<file path="config.mk">
export PLATFORM = sky130hd
export DESIGN_NAME = vga_text_controller
export DESIGN_NICKNAME = d
export VERILOG_FILES = /design/src/rtl/vga_text_controller.sv
export SDC_FILE = /design/constraint.sdc
export NUM_CORES = 1
export LEC_CHECK = 0
export ABC_AREA = 1
export BUFFER_PORTS_ARGS = -buffer_cell sky130_fd_sc_hd__buf_2
export CAP_MARGIN = 0
export CELL_PAD_IN_SITES_DETAIL_PLACEMENT = 0
export CELL_PAD_IN_SITES_GLOBAL_PLACEMENT = 2
export CORE_ASPECT_RATIO = 1.75
export CORE_MARGIN = 2
export CORE_UTILIZATION = 34
export CTS_BUF_LIST = sky130_fd_sc_hd__clkbuf_16
export DETAILED_ROUTE_END_ITERATION = 10
export GPL_TIMING_DRIVEN = 0
export PLACE_DENSITY_LB_ADDON = 0.25
export SYNTH_ARGS = -nofsm -noshare
export SYNTH_HDL_FRONTEND = slang
export SYNTH_SLANG_ARGS = --single-unit
</file>
<file path="constraint.sdc">
create_clock -name clk_i -period 2.3 [get_ports clk_i]
set_clock_uncertainty 0.1 [all_clocks]
set_input_delay 0.46 -clock clk_i [delete_from_list [all_inputs] [get_ports clk_i]]
set_output_delay 0.46 -clock clk_i [all_outputs]
set_load 0.05 [all_outputs]
</file>
<file path="src/rtl/vga_text_controller.sv">
// rtl/vga_text_controller.sv - 80x30-style text-mode VGA generator.
// Fetch runs three pixels ahead of the registered output: VRAM, then CROM, then palette.
module vga_text_controller #(
  parameter int   H_ACTIVE     = 640,
  parameter int   H_FP         = 16,
  parameter int   H_SYNC       = 96,
  parameter int   H_BP         = 48,
  parameter int   V_ACTIVE     = 480,
  parameter int   V_FP         = 10,
  parameter int   V_SYNC       = 2,
  parameter int   V_BP         = 33,
  parameter logic HS_POL       = 1'b0,
  parameter logic VS_POL       = 1'b0,
  parameter int   GLYPH_W      = 8,
  parameter int   GLYPH_H      = 16,
  parameter int   COLS         = H_ACTIVE / GLYPH_W,
  parameter int   ROWS         = V_ACTIVE / GLYPH_H,
  parameter int   BLINK_FRAMES = 30,
  parameter int   AW           = $clog2(COLS * ROWS)
) (
  input  logic                          clk_i,
  input  logic                          reset_i,
  output logic [AW-1:0]                 vram_addr_o,
  input  logic [15:0]                   vram_data_i,
  output logic [8+$clog2(GLYPH_H)-1:0]  crom_addr_o,
  input  logic [GLYPH_W-1:0]            crom_data_i,
  input  logic                          pal_we_i,
  input  logic [3:0]                    pal_addr_i,
  input  logic [11:0]                   pal_data_i,
  input  logic                          cursor_en_i,
  input  logic [7:0]                    cursor_col_i,
  input  logic [7:0]                    cursor_row_i,
  output logic [3:0]                    vga_red_o,
  output logic [3:0]                    vga_green_o,
  output logic [3:0]                    vga_blue_o,
  output logic                          vga_hsync_o,
  output logic                          vga_vsync_o,
  output logic                          vblank_o,
  output logic                          frame_start_o
);
  localparam int H_TOTAL = H_ACTIVE + H_FP + H_SYNC + H_BP;
  localparam int V_TOTAL = V_ACTIVE + V_FP + V_SYNC + V_BP;
  localparam int XW      = $clog2(H_TOTAL);
  localparam int YW      = $clog2(V_TOTAL);
  localparam int GCW     = $clog2(GLYPH_W);
  localparam int GRW     = $clog2(GLYPH_H);
  localparam int BW      = $clog2(BLINK_FRAMES + 1);

  typedef struct packed {
    logic           act;
    logic           hs;
    logic           vs;
    logic           vb;
    logic           fs;
    logic           hit;
    logic [GCW-1:0] gcol;
  } stage_t;

  logic [XW-1:0]  x_q, x_d;
  logic [YW-1:0]  y_q, y_d;
  logic [GCW-1:0] gcol_q, gcol_d;
  logic [GRW-1:0] grow_q, grow_d, grow1_q, grow1_d;
  logic [7:0]     col_q, col_d, row_q, row_d;
  logic [AW-1:0]  row_base_q, row_base_d;
  logic [BW-1:0]  blink_cnt_q, blink_cnt_d;
  logic           blink_q, blink_d;
  logic           hit_q, hit_d;
  stage_t         s1_q, s1_d, s2_q, s2_d;
  logic [7:0]     attr2_q, attr2_d;
  logic [11:0]    pal_q [16];
  logic [11:0]    pal_d [16];
  logic [11:0]    rgb_q, rgb_d;
  logic           hs_q, hs_d, vs_q, vs_d, vb_q, vb_d, fs_q, fs_d;
  logic           x_wrap, y_wrap, gcol_wrap, grow_wrap, pix_bit;
  logic [3:0]     fg, bg;

  always_comb begin
    x_wrap    = (x_q == XW'(H_TOTAL - 1));
    y_wrap    = (y_q == YW'(V_TOTAL - 1));
    gcol_wrap = (gcol_q == GCW'(GLYPH_W - 1));
    grow_wrap = (grow_q == GRW'(GLYPH_H - 1));

    x_d         = x_wrap ? '0 : x_q + 1'b1;
    gcol_d      = (x_wrap || gcol_wrap) ? '0 : gcol_q + 1'b1;
    col_d       = x_wrap ? '0 : (gcol_wrap ? col_q + 8'd1 : col_q);
    y_d         = y_q;
    grow_d      = grow_q;
    row_d       = row_q;
    row_base_d  = row_base_q;
    blink_d     = blink_q;
    blink_cnt_d = blink_cnt_q;
    if (x_wrap) begin
      if (y_wrap) begin
        y_d        = '0;
        grow_d     = '0;
        row_d      = '0;
        row_base_d = '0;
        if (blink_cnt_q == BW'(BLINK_FRAMES - 1)) begin
          blink_cnt_d = '0;
          blink_d     = ~blink_q;
        end else begin
          blink_cnt_d = blink_cnt_q + 1'b1;
        end
      end else begin
        y_d = y_q + 1'b1;
        if (grow_wrap) begin
          grow_d     = '0;
          row_d      = row_q + 8'd1;
          row_base_d = row_base_q + AW'(COLS);
        end else begin
          grow_d = grow_q + 1'b1;
        end
      end
    end

    // Cursor match is decided on the first pixel of a cell and held for the rest of it
    hit_d = (gcol_q == '0) ? (cursor_en_i && blink_q && (col_q == cursor_col_i) && (row_q == cursor_row_i))
                           : hit_q;

    s1_d.act  = (x_q < XW'(H_ACTIVE)) && (y_q < YW'(V_ACTIVE));
    s1_d.hs   = ((x_q >= XW'(H_ACTIVE + H_FP)) && (x_q < XW'(H_ACTIVE + H_FP + H_SYNC))) ? HS_POL : ~HS_POL;
    s1_d.vs   = ((y_q >= YW'(V_ACTIVE + V_FP)) && (y_q < YW'(V_ACTIVE + V_FP + V_SYNC))) ? VS_POL : ~VS_POL;
    s1_d.vb   = (y_q >= YW'(V_ACTIVE));
    s1_d.fs   = (x_q == '0) && (y_q == '0);
    s1_d.hit  = hit_d;
    s1_d.gcol = gcol_q;
    grow1_d   = grow_q;

    s2_d    = s1_q;
    attr2_d = vram_data_i[15:8];

    pix_bit = crom_data_i[GCW'(GLYPH_W - 1) - s2_q.gcol];
    fg      = s2_q.hit ? attr2_q[7:4] : attr2_q[3:0];
    bg      = s2_q.hit ? attr2_q[3:0] : attr2_q[7:4];
    rgb_d   = s2_q.act ? pal_q[pix_bit ? fg : bg] : 12'h000;
    hs_d    = s2_q.hs;
    vs_d    = s2_q.vs;
    vb_d    = s2_q.vb;
    fs_d    = s2_q.fs;

    pal_d = pal_q;
    if (pal_we_i) pal_d[pal_addr_i] = pal_data_i;
  end

  always_ff @(posedge clk_i) begin
    if (reset_i) begin
      x_q         <= '0;
      y_q         <= '0;
      gcol_q      <= '0;
      grow_q      <= '0;
      col_q       <= '0;
      row_q       <= '0;
      row_base_q  <= '0;
      blink_cnt_q <= '0;
      blink_q     <= 1'b1;
      hit_q       <= 1'b0;
      s1_q        <= '0;
      s1_q.hs     <= ~HS_POL;
      s1_q.vs     <= ~VS_POL;
      s2_q        <= '0;
      s2_q.hs     <= ~HS_POL;
      s2_q.vs     <= ~VS_POL;
      grow1_q     <= '0;
      attr2_q     <= '0;
      for (int i = 0; i < 16; i++) pal_q[i] <= {3{4'(i)}};
      rgb_q       <= '0;
      hs_q        <= ~HS_POL;
      vs_q        <= ~VS_POL;
      vb_q        <= 1'b0;
      fs_q        <= 1'b0;
    end else begin
      x_q         <= x_d;
      y_q         <= y_d;
      gcol_q      <= gcol_d;
      grow_q      <= grow_d;
      col_q       <= col_d;
      row_q       <= row_d;
      row_base_q  <= row_base_d;
      blink_cnt_q <= blink_cnt_d;
      blink_q     <= blink_d;
      hit_q       <= hit_d;
      s1_q        <= s1_d;
      s2_q        <= s2_d;
      grow1_q     <= grow1_d;
      attr2_q     <= attr2_d;
      pal_q       <= pal_d;
      rgb_q       <= rgb_d;
      hs_q        <= hs_d;
      vs_q        <= vs_d;
      vb_q        <= vb_d;
      fs_q        <= fs_d;
    end
  end

  assign vram_addr_o   = row_base_q + AW'(col_q);
  assign crom_addr_o   = {vram_data_i[7:0], grow1_q};
  assign vga_red_o     = rgb_q[11:8];
  assign vga_green_o   = rgb_q[7:4];
  assign vga_blue_o    = rgb_q[3:0];
  assign vga_hsync_o   = hs_q;
  assign vga_vsync_o   = vs_q;
  assign vblank_o      = vb_q;
  assign frame_start_o = fs_q;
endmodule

</file>
* After elaboration in Yosys (flattened, before gate mapping)
Cells that the tools add are included.
** Word-level totals
- Bits in registers :: 299
- Input port bits :: 60
- Word-level logic and storage cells :: 119
** Cells by class
- Add/sub/neg operators :: 10
- Magnitude comparators :: 11
- Eq/ne operators :: 7
- Mux-type cells :: 22
- Bitwise operators :: 4
- Reductions and logical operators :: 19
** Operator list (number)
- $bwmux 192 :: 1
- $mux 12 :: 5
- $bmux 12 s4 :: 1
- $demux 12 s4 :: 1
- $add 10x1->10 const B :: 2
- $eq 10x10->1 const B :: 2
- $ge 10x9->1 const B :: 2
- $logic_not 10->1 :: 2
- $lt 10x10->1 const B :: 2
- $lt 10x9->1 const B :: 2
- $mux 4 :: 5
- $add 8x1->8 const B :: 2
- $eq 8x8->1 :: 2
- $mux 8 :: 2
- $add 12x7->12 const B :: 1
- $add 12x8->12 :: 1
- $ge 10x10->1 const B :: 1
- $ge 5x5->1 const B :: 2
- $mux 10 :: 1
- $not 4->5 :: 2
- $logic_and 1x1->1 :: 8
- $reduce_or 2->1 :: 3
- $add 5x1->5 const B :: 1
- $eq 5x5->1 const B :: 1
- other kinds (16) :: 21

* Longest topological paths before layout
- Depth in word-level cells :: 8
- Gate-level depth with buffers :: 15
- Mapped depth without buffers :: 13

* Worst setup path after synthesis
OpenSTA, ideal clock, no wires.
- Path type :: flip-flop to output port
- Start :: register row_base_q[5]
- End :: output port vram_addr_o[11]
- Data arrival time :: 2191 ps
- Slack :: -451 ps
- Stages on the path, launching flop included :: 10
- Buffers on the path :: 0
- Cell sequence :: dfxtp_1 -> ha_1 -> a21oi_1 -> inv_1 -> a21oi_1 -> o21bai_1 -> nand2_1 -> nor2_1 -> nand2_1 -> xnor2_1
** Between the ends
- Cells in the longest elaborated chain, start to end :: 1
** Ends and longest elaborated chain
- from (decl) :: line 64 : logic [AW-1:0] row_base_q, row_base_d;
- from (signal assigned) :: line 178 : row_base_q <= row_base_d;
- $add 12x8->12 :: line 195 : assign vram_addr_o = row_base_q + AW'(col_q);
- to (decl) :: line 23 : output logic [AW-1:0] vram_addr_o,
No other way between the ends.

* Worst setup path after layout
- Start :: register row_base_q[5]
- End :: output port vram_addr_o[10]
Same word-level chain as after synthesis.

==> flow_summary.json <==
{
  "cts_buffers": 30,
  "insertion_delay_ps": 590,
  "synth-edff-count": 0,
  "vias": 13300,
  "arrival_ps": 2200,
  "synth_area_leaders": "dfxtp_1, nand2_1, nand3_1",
  "htree_levels": 1,
  "tightestPinTransition_ps": 1190,
  "fmax_ghz": 0.363,
  "diodes": 0,
  "grt_first_pass_wirelength_um": 79100,
  "antenna_found_initial": 2,
  "clock_sinks": 295,
  "initial_core_util": 0.344,
  "gp_congestion": 0.907,
  "yosysMostFrequentCell": "nand2_1",
  "cts_root_buf": "clkbuf_16",
  "dr.pass1.iters": 6,
  "die_y_um": 267,
  "fillerInstances": 4088,
  "wirelength_um": 54000,
  "track_usage": 0.258,
  "synthFlopType": "dfxtp_1",
  "wl_per_cell_um": 20.8,
  "cp-end-kind": "output port",
  "grt_max_degree": 15,
  "nNetsFinal": 2170,
  "drive_gt1_frac": 0.160,
  "cp_max_fo": 3,
  "hold_violations": 0,
  "vdd_ir_drop_max_mv": 0.547,
  "dp_hpwl_um": 39100,
  "yosysSeqAreaShare": 0.440,
  "rsz0062_at_grt": "yes",
  "finalWorstSetupSlack_ps": -457,
  "p_leak_nw": 7.39,
  "violations": "setup timing",
  "fin_area_um2": 16500,
  "yosysTopAreaCellShare": 0.440,
  "core_um2": 39000,
  "grt_pass1_vias": 12700,
  "areaGrowthSynthToFinish_pct": 23.1,
  "syn_avg_cell_area_um2": 6.93,
  "fin_crit_ps": 2760,
  "cts_tree": "built",
  "ys_top_cells_by_count": "nand2_1, nor2_1, nand3_1",
  "overflow": 0,
  "async_reset_ff_frac": 0,
  "place_area_um2": 14500,
  "io_buffers": 91,
  "setup.worst_path.start_class": "register",
  "cts_buffer_depth": 3,
  "p_per_area_nw_per_um2": 719,
  "clk_pin_slew_ps": 60,
  "finalMaxSlewViolations": 0,
  "period_share": 1.20,
  "drtIter0Drc": 892,
  "drc": 0,
  "status": "finished, violations left",
  "dieArea_um2": 41200,
  "ant_nets": 0,
  "worstPathRequired_ps": 1740,
  "pre_cts_slack_ps": -573,
  "critPathKind": "reg -> out",
  "ys_warn_count": 0,
  "synth_nets": 2017,
  "syn_inst": 1939,
  "min_path_type": "in -> reg",
  "dieWidth_um": 154,
  "max_cap_viol_count": 0,
  "synthDistinctLibCells": 43,
  "ys_ff_latch": 295,
  "synth_top_cell_by_area": "dfxtp_1",
  "p_total_mw": 11.9,
  "max-slew-margin-rel": 0.206,
  "syn_area_um2": 13400,
  "viasPerCell": 5.13,
  "finalSetupViolations": 6,
  "rows": 96,
  "io_pins": 100
}
[worst paths after layout]
path              startpoint  depth (start not counted)  slack [ps]               to
max            row_base_q[5]                         10        -460  vram_addr_o[10]
max reg2reg          s2_q[0]                         14          40         rgb_q[6]
min reg2reg          s1_q[1]                          2         290          s2_q[1]
min          vram_data_i[15]                          3          30       attr2_q[7]
[where the power goes]
| part | leakage (nW) | total (mW) | switching (mW) | internal, mW |
|---|---|---|---|---|
| sequential | 2.40 | 5.27 | 0.0561 | 5.22 |
| clock | 0.472 | 4.68 | 2.16 | 2.52 |
| combinational | 4.52 | 1.93 | 1.32 | 0.609 |
| total | 7.39 | 11.9 | 3.54 | 8.35 |
[cell type report]
type / count / area [um^2] / share of cell area
Tap cell: 490 / 613 / 0.0371
Clock buffer: 31 / 776 / 0.0469
Clock inverter: 20 / 116 / 0.00704
Inverter: 148 / 561 / 0.0339
Multi-Input combinational cell: 1369 / 6920 / 0.419
Timing Repair Buffer: 122 / 850 / 0.0514
Sequential cell: 295 / 5920 / 0.358
Buffer: 126 / 771 / 0.0466
[cell families after synthesis]
logic type                 synth area share
muxes                               0.00298
DFF                                   0.440
and+or+nand+nor                       0.363
adders and majority gates            0.0168
AOI/OAI and AO/OA                    0.0770
xor gates and xnor gates             0.0136
buffers and inverters                0.0867
[per-layer routing]
layer,part of all wire,GRT usage,routed length [um],vias up
li1,-,-,-,6523
met1,0.36,0.274,19500,6244
met2,0.53,0.493,28500,423
met3,0.049,0.0297,2660,143
met4,0.062,0.137,3340,4
met5,0.00041,0,22,-
[worst max-delay path, cell delays in order (launching register included)]
cell and delay [ps]:
dfxtp_4 360, ha_4 240, a21oi_4 150, inv_2 60, a21oi_4 160, o21bai_4 80
nand2_2 90, nor2_4 50, buf_12 130, xor2_4 140, buf_6 160
[state kept, by name, indices dropped and copies added (netlist names), 3 cells and up]
register	count
gcol_q	3
pal_q	192
row_base_q	8
rgb_q	12
y_q	10
blink_cnt_q	5
row_q	8
s2_q	5
s1_q	9
grow1_d	4
attr2_q	8
grow1_q	4
x_q	10
col_q	8
[layout by cell type, fill, tap and decap left out, types with 29 or more instances in the layout]
| cell | count |
|---|---|
| nand2_1 | 429 |
| dfxtp_1 | 286 |
| nor2_1 | 284 |
| nand3_1 | 269 |
| inv_1 | 150 |
| o21ai_0 | 126 |
| buf_2 | 92 |
| clkbuf_1 | 73 |
| a21oi_1 | 44 |
| buf_4 | 40 |
| clkbuf_16 | 35 |
| nand3_2 | 29 |
[repair_timing]
action | in CTS | in global routing
hold buffers | 7 | 0
endpoints found under the setup margin | 49 | 33
buffers inserted | 10 | 10
resized for setup | 117 | 76
pin swaps | 18 | 20
endpoints found under the hold margin | 7 | 0
gates cloned | 0 | 4
[stage by stage]
| stage | instances | util | TNS [ps] | hold slack [ps] |
|---|---|---|---|---|
| after floorplan | 1939 | - | -428 | 288 |
| after global placement | 2520 | 0.373 | -33570 | 293 |
| after detailed placement | 2520 | 0.373 | -33770 | 296 |
| after CTS | 2587 | 0.411 | -2420 | 10.9 |
| after global routing | 2601 | 0.423 | -2610 | 26.1 |
| final | 2601 | 0.423 | -2090 | 25.6 |
Note: power is estimated with default switching activity, not from simulation.
